==> config.mk <==
export PLATFORM = sky130hd
export DESIGN_NAME = packet_tx_builder
export DESIGN_NICKNAME = d
export VERILOG_FILES = /design/src/rtl/packet_tx_builder.sv
export SDC_FILE = /design/constraint.sdc
export NUM_CORES = 1
export LEC_CHECK = 0
export CELL_PAD_IN_SITES_DETAIL_PLACEMENT = 2
export CELL_PAD_IN_SITES_GLOBAL_PLACEMENT = 2
export CORE_MARGIN = 1.5
export CORE_UTILIZATION = 25
export DETAILED_ROUTE_END_ITERATION = 7
export PLACE_DENSITY_LB_ADDON = 0.1
export SYNTH_ARGS = -nofsm -noshare
export SYNTH_HDL_FRONTEND = slang
export SYNTH_SLANG_ARGS = --single-unit
==> constraint.sdc <==
create_clock -name clk -period 4.2 [get_ports clk]
set_input_delay 0.42 -clock clk [delete_from_list [all_inputs] [get_ports clk]]
set_output_delay 0.42 -clock clk [all_outputs]
set_load 0.01 [all_outputs]
==> src/rtl/packet_tx_builder.sv <==
// Builds a header+payload packet from a one-cycle request and streams it MSB-first, one byte per valid/ready handshake.
// B0 appears the cycle after accept; tx_ready low holds byte, tx_last and index; FIN pulses done before returning to IDLE.
module packet_tx_builder (
  input  logic        clk,
  input  logic        rst,
  input  logic        req,
  input  logic [2:0]  pktType,
  input  logic [15:0] myNodeID,
  input  logic [15:0] destinationID,
  input  logic [63:0] payload,
  output logic        busy,
  output logic        tx_valid,
  output logic [7:0]  tx_byte,
  output logic        tx_last,
  input  logic        tx_ready,
  output logic        done,
  output logic        err
);

  typedef enum logic [1:0] {IDLE, SEND, FIN} state_t;

  typedef struct packed {
    logic [2:0]  typ;
    logic [15:0] src;
    logic [15:0] dst;
    logic [63:0] pl;
  } hdr_t;

  state_t     state;
  hdr_t       pkt;
  logic [3:0] idx;
  logic [3:0] last_idx;

  function automatic logic [3:0] pkt_len(input logic [2:0] t);
    case (t)
      3'b000:         pkt_len = 4'd13;
      3'b001, 3'b100: pkt_len = 4'd7;
      default:        pkt_len = 4'd9;
    endcase
  endfunction

  // Full 13-byte image; short packets simply stop before the unused payload words.
  function automatic logic [7:0] pkt_byte(input hdr_t h, input logic [3:0] k);
    logic [103:0] flat;
    flat = {h.typ, 5'b0, h.src, h.dst, h.pl};
    flat = flat << {k, 3'b000};
    pkt_byte = flat[103:96];
  endfunction

  always_ff @(posedge clk) begin
    if (rst) begin
      state    <= IDLE;
      pkt      <= '0;
      idx      <= '0;
      last_idx <= '0;
      busy     <= 1'b0;
      tx_valid <= 1'b0;
      tx_byte  <= '0;
      tx_last  <= 1'b0;
      done     <= 1'b0;
      err      <= 1'b0;
    end else begin
      done <= 1'b0;
      err  <= 1'b0;
      case (state)
        IDLE: begin
          if (req) begin
            if (pktType == 3'b111) begin
              err <= 1'b1;
            end else begin
              pkt      <= '{typ: pktType, src: myNodeID, dst: destinationID, pl: payload};
              last_idx <= pkt_len(pktType) - 4'd1;
              idx      <= '0;
              state    <= SEND;
              busy     <= 1'b1;
              tx_valid <= 1'b1;
              tx_byte  <= {pktType, 5'b0};
              tx_last  <= 1'b0;
            end
          end
        end
        SEND: begin
          if (tx_ready) begin
            if (idx == last_idx) begin
              state    <= FIN;
              tx_valid <= 1'b0;
              tx_byte  <= '0;
              tx_last  <= 1'b0;
              done     <= 1'b1;
            end else begin
              idx     <= idx + 4'd1;
              tx_byte <= pkt_byte(pkt, idx + 4'd1);
              tx_last <= ((idx + 4'd1) == last_idx);
            end
          end
        end
        FIN: begin
          state <= IDLE;
          busy  <= 1'b0;
        end
        default: begin
          state    <= IDLE;
          busy     <= 1'b0;
          tx_valid <= 1'b0;
          tx_byte  <= '0;
          tx_last  <= 1'b0;
        end
      endcase
    end
  end

endmodule

==> results of run 1 <==
[synth_stat cells (2+ instances only)]
master	number	area (µm²)
nand4_1	2	12.51
buf_4	4	30.03
buf_6	5	56.30
o221a_2	3	33.78
buf_2	22	110.1
o21ai_0	12	60.06
nor2b_1	2	12.51
nand3_1	8	40.04
inv_1	3	11.26
clkbuf_1	15	56.30
xnor2_1	4	35.03
nor2_1	16	60.06
mux2i_1	19	190.2
a2111oi_0	4	35.03
a21boi_0	3	22.52
nor3b_1	3	22.52
a31oi_1	4	25.02
dfxtp_1	121	2422
nand2_1	204	765.7
nand2b_1	3	18.77
mux4_2	14	315.3
nor3_1	13	65.06
xor2_1	4	35.03
a22oi_1	4	30.03
a211oi_1	2	15.01
o31ai_1	6	45.04
a21oi_1	103	515.5
or2_2	4	25.02
[flip-flops by register name (all words and copies together), names as in the netlist]
name      flops
err           1
pkt          99
done          1
state         2
tx_last       1
tx_valid      1
busy          1
idx           4
last_idx      3
tx_byte       8
[worst min-delay path by stage]
| stage | from | end | slack (ps) | cells past startpoint |
|---|---|---|---|---|
| CTS | rst | idx[0]$_SDFFE_PP0P_ | 400 | 2 |
| detailed placement | pkt[17]$_SDFFE_PP0P_ | pkt[17]$_SDFFE_PP0P_ | 450 | 2 |
| floorplan | pkt[1]$_SDFFE_PP0P_ | pkt[1]$_SDFFE_PP0P_ | 430 | 2 |
| finish | rst | idx[0]$_SDFFE_PP0P_ | 420 | 2 |
| global route | rst | idx[0]$_SDFFE_PP0P_ | 430 | 2 |
| global placement | pkt[22]$_SDFFE_PP0P_ | pkt[22]$_SDFFE_PP0P_ | 440 | 2 |
[final cells by class]
type / count / area share, %
clock buffer: 20 / 6.328
tap: 270 / 4.681
timing repair buffer: 124 / 16.85
sequential: 121 / 33.58
inverter: 3 / 0.1560
multi-input combinational: 458 / 36.01
clock inverter: 12 / 2.393
[through the flow]
| stage | worst slack [ps] | power, W |
|---|---|---|
| finish | 1586 | 0.003215 |
| floorplan | 2136 | 0.001502 |
| CTS | 1524 | 0.003262 |
| detailed placement | 1455 | 0.001695 |
| global route | 1354 | 0.003360 |
| global placement | 1538 | 0.001680 |
[cell families (layout without fill, tap and decap cells)]
group	after synthesis	after routing	synth area share (%)
xor+xnor	9	9	1.850
simple gates	268	268	21.56
fa+ha+maj	1	1	0.2372
compound gates	147	147	15.84
buf+inv	49	159	5.005
mux	33	33	9.582
flops	121	121	45.92
[power groups by stage]
stage / combinational (W) / sequential [W] / clock, W
3_5_place_dp: 0.000401 / 0.00129 / 0
5_1_grt: 0.000438 / 0.00128 / 0.00164
4_1_cts: 0.000404 / 0.00127 / 0.00159
3_3_place_gp: 0.000390 / 0.00129 / 0
2_1_floorplan: 0.000224 / 0.00128 / 0
6_report: 0.000393 / 0.00127 / 0.00155
[per-layer routing]
metal  up-vias  wire (µm)  global-route usage, %
met5         -          0                      0
met4         0        229                  5.099
met3        19        591                  3.436
met2        88       8392                  27.71
met1      2311       8236                  21.34
li1       2340          -                      -
==> flow_metrics.py, run 1 <==
metrics = {
    "placement": {
        "finalWeightedCongestion": 0.7828,
        "hpwl_um": 12620,
        "place_area_um2": 6588,
        "port_buffers": 115,
        "dp_cells": 976,
    },
    "synthesis": {
        "synth_seq_cells": 121,
        "synth_cell_types": 49,
        "synth_nets": 732,
        "synth_edf_count": 0,
        "async_flop_share_pct": 0,
        "syn_avg_cell_area_um2": 8.400,
        "synth_area_um2": 5275,
        "yosysSeqAreaShare_pct": 45.92,
        "synthFlopType": "dfxtp_1",
        "ys_warn_count": 0,
        "syn_inst": 628,
    },
    "global_routing": {
        "grt_antenna_before_repair": 0,
        "grt_pass1_wl_um": 27830,
        "grt_max_degree": 82,
        "overflow": 0,
        "grt_pass1_vias": 5174,
        "grt_usage_pct": 16.53,
    },
    "pwr": {
        "switchingPower_w": 0.0007843,
        "pwr-share-comb_pct": 12.2,
        "seqPwrFrac_pct": 39.4,
        "peakVddDrop_uv": 230.4,
        "power_frac_clock_pct": 48.3,
        "internal_power_w": 0.002430,
        "leakagePower_nw": 2.553,
        "power_density_nw_per_um2": 445.4,
        "switching_share_pct": 24.40,
    },
    "layout": {
        "fin_util_pct": 35.21,
        "final_cell_area_um2": 7217,
        "num_antenna_cells": 0,
        "final-seq-area_um2": 2424,
        "fillers": 2275,
        "fin_nets": 829,
        "multi_input_area_um2": 2599,
        "syn_to_final_growth_pct": 36.81,
        "final_cell_mix": "nand2_1 (204), dfxtp_1 (120), clkdlybuf4s50_1 (114)",
        "fin_cells": 1008,
        "drive_above_1_share_pct": 9.756,
        "final_common_cell": "nand2_1",
    },
    "floorplan": {
        "io_pins": 116,
        "row_count": 52,
        "core_um2": 20490,
        "die_w_um": 148.3,
        "die_h_um": 148.3,
        "start_util_pct": 25.74,
        "dieArea_um2": 21980,
    },
    "flow_run": {
        "maxCapViolations": 0,
    },
    "worst_setup_path": {
        "worstPathRequired_ps": 4490,
        "reg2reg_slack_ps": 1590,
        "r2r_start": "idx[1]$_SDFFE_PP0P_",
        "crit_chain": "ha_1, xor2_2, buf_4, nor3_1, a2111oi_0, o31ai_1",
        "worstSetupEndpointType": "flip-flop",
        "cp-startpoint": "idx[1]$_SDFFE_PP0P_",
        "crit_family": "compound AO/OA/AOI/OAI gates",
        "r2r_cells": 6,
        "cp-start-kind": "flip-flop",
        "crit_path_end": "tx_byte[2]$_SDFFE_PP0P_",
        "arrival_ps": 2900,
        "crit_path_top_delay_cell": "xor2_2",
        "crit_cells": 6,
        "rr_endpoint": "tx_byte[2]$_SDFFE_PP0P_",
        "path_class": "flip-flop to flip-flop",
        "max_stage_delay_ps": 620,
        "worstPathMaxFanout": 12,
        "worst-path-buf-inv": 1,
    },
    "drt": {
        "wl_per_cell_um": 17.31,
        "drtAntennaViolNets": 0,
        "vias": 4758,
        "viasPerCell": 4.720,
        "drc": 0,
        "drt_iter0_markers": 160,
        "first_pass_iters": 4,
        "routed_wirelength_um": 17450,
    },
    "clock_tree": {
        "cts.sinks": 121,
        "cts_buffers": 17,
        "cts_buffer_depth": 2,
        "ctsResizeCount": 0,
        "tritoncts": "yes",
        "ctsHoldBuffers": 0,
        "cts_setup_buffers": 0,
        "htree_levels": 4,
        "clock_latency_ps": 420,
        "cts_root_buffer": "clkbuf_16",
        "clk_pin_slew_ps": 60,
    },
    "timing": {
        "fmax_mhz": 382.5,
        "fin_crit_sh_pct": 62.25,
        "worst_pin_slew_ps": 890.0,
        "slew-limit-headroom_pct": 40.67,
        "hold_violations": 0,
        "fin_crit_ps": 2614,
        "setup_viol": 0,
        "fin_hold_ws_ps": 418.7,
        "drv_slew": 0,
        "final.setup.tns_ps": 0,
        "rsz0062_at_grt": "no",
        "fin_worst_skew_ps": 5.059,
    },
    "min_path": {
        "min_path_type": "primary input to flip-flop",
    },
    "run_status": {
        "run_status": "completed",
    },
}
Power figures use the tool's default switching activity.
==> run 2: changes to the inputs <==
==> constraint.sdc (replaced) <==
create_clock -name clk -period 2.2 [get_ports clk]
set_input_delay 0.22 -clock clk [delete_from_list [all_inputs] [get_ports clk]]
set_output_delay 0.22 -clock clk [all_outputs]
set_load 0.01 [all_outputs]
==> run 2 against run 1 <==
Combinational power rose by 110%. Register-to-register slack got worse by 1400 ps. Die area did not move. Via count rose by 1.3%. Sequential share of layout area fell by 1.1 points. Worst setup slack got worse by 1400 ps. Wire length rose by 2.9%. Design area rose by 3.3%. Sequential power rose by 91%. Clock skew rose by 4.7 ps. Total power rose by 86%. Critical path type unchanged.
==> flow_metrics.py, run 2 (synthesis results as in run 1) <==
metrics = {
    "pwr": {
        "power_density_nw_per_um2": 800.8,
        "leakagePower_nw": 2.691,
        "peakVddDrop_uv": 440.7,
    },
    "clock_tree": {
        "clk_pin_slew_ps": 60,
        "cts_buffers": 17,
        "cts_buffer_depth": 2,
        "ctsHoldBuffers": 0,
        "cts.sinks": 121,
        "tritoncts": "yes",
        "clock_latency_ps": 410,
        "htree_levels": 4,
        "cts_root_buffer": "clkbuf_16",
    },
    "placement": {
        "port_buffers": 115,
        "finalWeightedCongestion": 0.8189,
        "hpwl_um": 13310,
    },
    "worst_setup_path": {
        "worstPathMaxFanout": 18,
        "path_class": "flip-flop to flip-flop",
        "worstPathRequired_ps": 2490,
        "arrival_ps": 2330,
        "cp-start-kind": "flip-flop",
        "worstSetupEndpointType": "flip-flop",
    },
    "layout": {
        "num_antenna_cells": 0,
        "top_regs": "pkt x99, tx_byte x8, idx x4",
        "syn_to_final_growth_pct": 41.39,
        "drive_above_1_share_pct": 12.63,
        "fin_nets": 853,
        "final_cell_mix": "nand2_1 (204), dfxtp_1 (120), clkdlybuf4s50_1 (114)",
        "largest_register_ffs": 99,
        "largest_register": "pkt",
        "final_common_cell": "nand2_1",
    },
    "global_routing": {
        "grt_max_degree": 75,
        "grt_pass1_wl_um": 28230,
        "grt_pass1_vias": 5169,
        "grt_usage_pct": 16.86,
        "grt_antenna_before_repair": 0,
        "overflow": 0,
    },
    "timing": {
        "rsz0062_at_grt": "no",
        "drv_slew": 0,
        "slew-limit-headroom_pct": 66.06,
        "setup_viol": 0,
        "worst_pin_slew_ps": 509.2,
        "fin_hold_ws_ps": 281.9,
        "hold_violations": 0,
        "fin_crit_sh_pct": 92.73,
        "fin_worst_skew_ps": 9.715,
        "fmax_mhz": 490.2,
        "fin_crit_ps": 2040,
        "final.setup.tns_ps": 0,
    },
    "flow_run": {
        "maxCapViolations": 0,
    },
    "drt": {
        "routed_wirelength_um": 17960,
        "drt_iter0_markers": 180,
        "drc": 0,
        "drtAntennaViolNets": 0,
        "first_pass_iters": 4,
        "viasPerCell": 4.679,
        "vias": 4819,
        "wl_per_cell_um": 17.43,
    },
    "floorplan": {
        "die_w_um": 148.3,
        "dieArea_um2": 21980,
        "start_util_pct": 25.74,
        "die_h_um": 148.3,
        "io_pins": 116,
        "core_um2": 20490,
        "row_count": 52,
    },
    "min_path": {
        "min_path_type": "primary input to flip-flop",
    },
    "run_status": {
        "run_status": "completed",
    },
}
## run 2: changes by cell type in the layout (fill, tap and decap cells not counted), sizes merged
cell,previous run,this run
buf,10,34
bufinv,4,2
clkbuf,20,22
clkinvlp,5,3
clkinv,3,4
inv,3,2
## run 2: timing repair
item                       4_1_cts  5_1_grt
gates resized for setup          0        6
setup buffers                    0        2
setup endpoints to repair        0        9
## run 2: critical path, cell delays in order, from the launching register on
cell     delay (ps)
dfxtp_2         330
buf_6           260
nand3_1         190
xor2_1          260
buf_4           290
mux2i_1         280
o221a_2         220
o21ai_0          70
## run 2: where the power goes
| part | internal [W] | switching (W) | total (W) |
|---|---|---|---|
| clock | 0.00176 | 0.000967 | 0.00273 |
| sequential | 0.00234 | 0.0000892 | 0.00243 |
| combinational | 0.000407 | 0.000408 | 0.000815 |
## run 2: final cells by class
type,instances,area (µm²)
timing repair buffer,148,1488
fill,2275,13040
clock buffer,22,484.2
inverter,3,15.01
clock inverter,8,95.09
sequential,121,2424
tap,270,337.8
multi-input combinational,458,2615
## run 2: final timing paths
kind / from / depth (start not counted) / slack [ps] / endpoint
worst min-delay path: rst / 2 / 280 / pkt[68]$_SDFFE_PP0P_
worst min register to register: pkt[83]$_SDFFE_PP0P_ / 2 / 450 / pkt[83]$_SDFFE_PP0P_
worst max register to register: idx[0]$_SDFFE_PP0P_ / 7 / 160 / tx_byte[7]$_SDFFE_PP0P_
worst max-delay path: idx[0]$_SDFFE_PP0P_ / 7 / 160 / tx_byte[7]$_SDFFE_PP0P_
## run 2: through the flow
| stage | total power (W) | util, % | std cells | setup slack [ps] | area (µm²) |
|---|---|---|---|---|---|
| 6_report | 0.005973 | 36.39 | 1030 | 159.9 | 7458 |
| 5_1_grt | 0.006261 | 36.39 | 1030 | 16.46 | 7458 |
| 4_1_cts | 0.006065 | 36.20 | 1028 | 41.15 | 7420 |
| 3_5_place_dp | 0.003298 | 33.38 | 998 | 55.14 | 6840 |
| 3_3_place_gp | 0.003270 | 33.38 | 998 | 99.90 | 6840 |
| 2_1_floorplan | 0.002868 | - | 628 | 135.7 | 5275 |
## run 2: per-layer routing
layer  routed length, µm  vias up  part of all wire, %  GRT usage, %
li1                    -     2392                    -             -
met1                8593     2319                   48         22.17
met2                8492       89                   47         27.66
met3                 633       19                  3.5         3.650
met4                 237        0                  1.3         5.149
met5                   0        -                    0             0
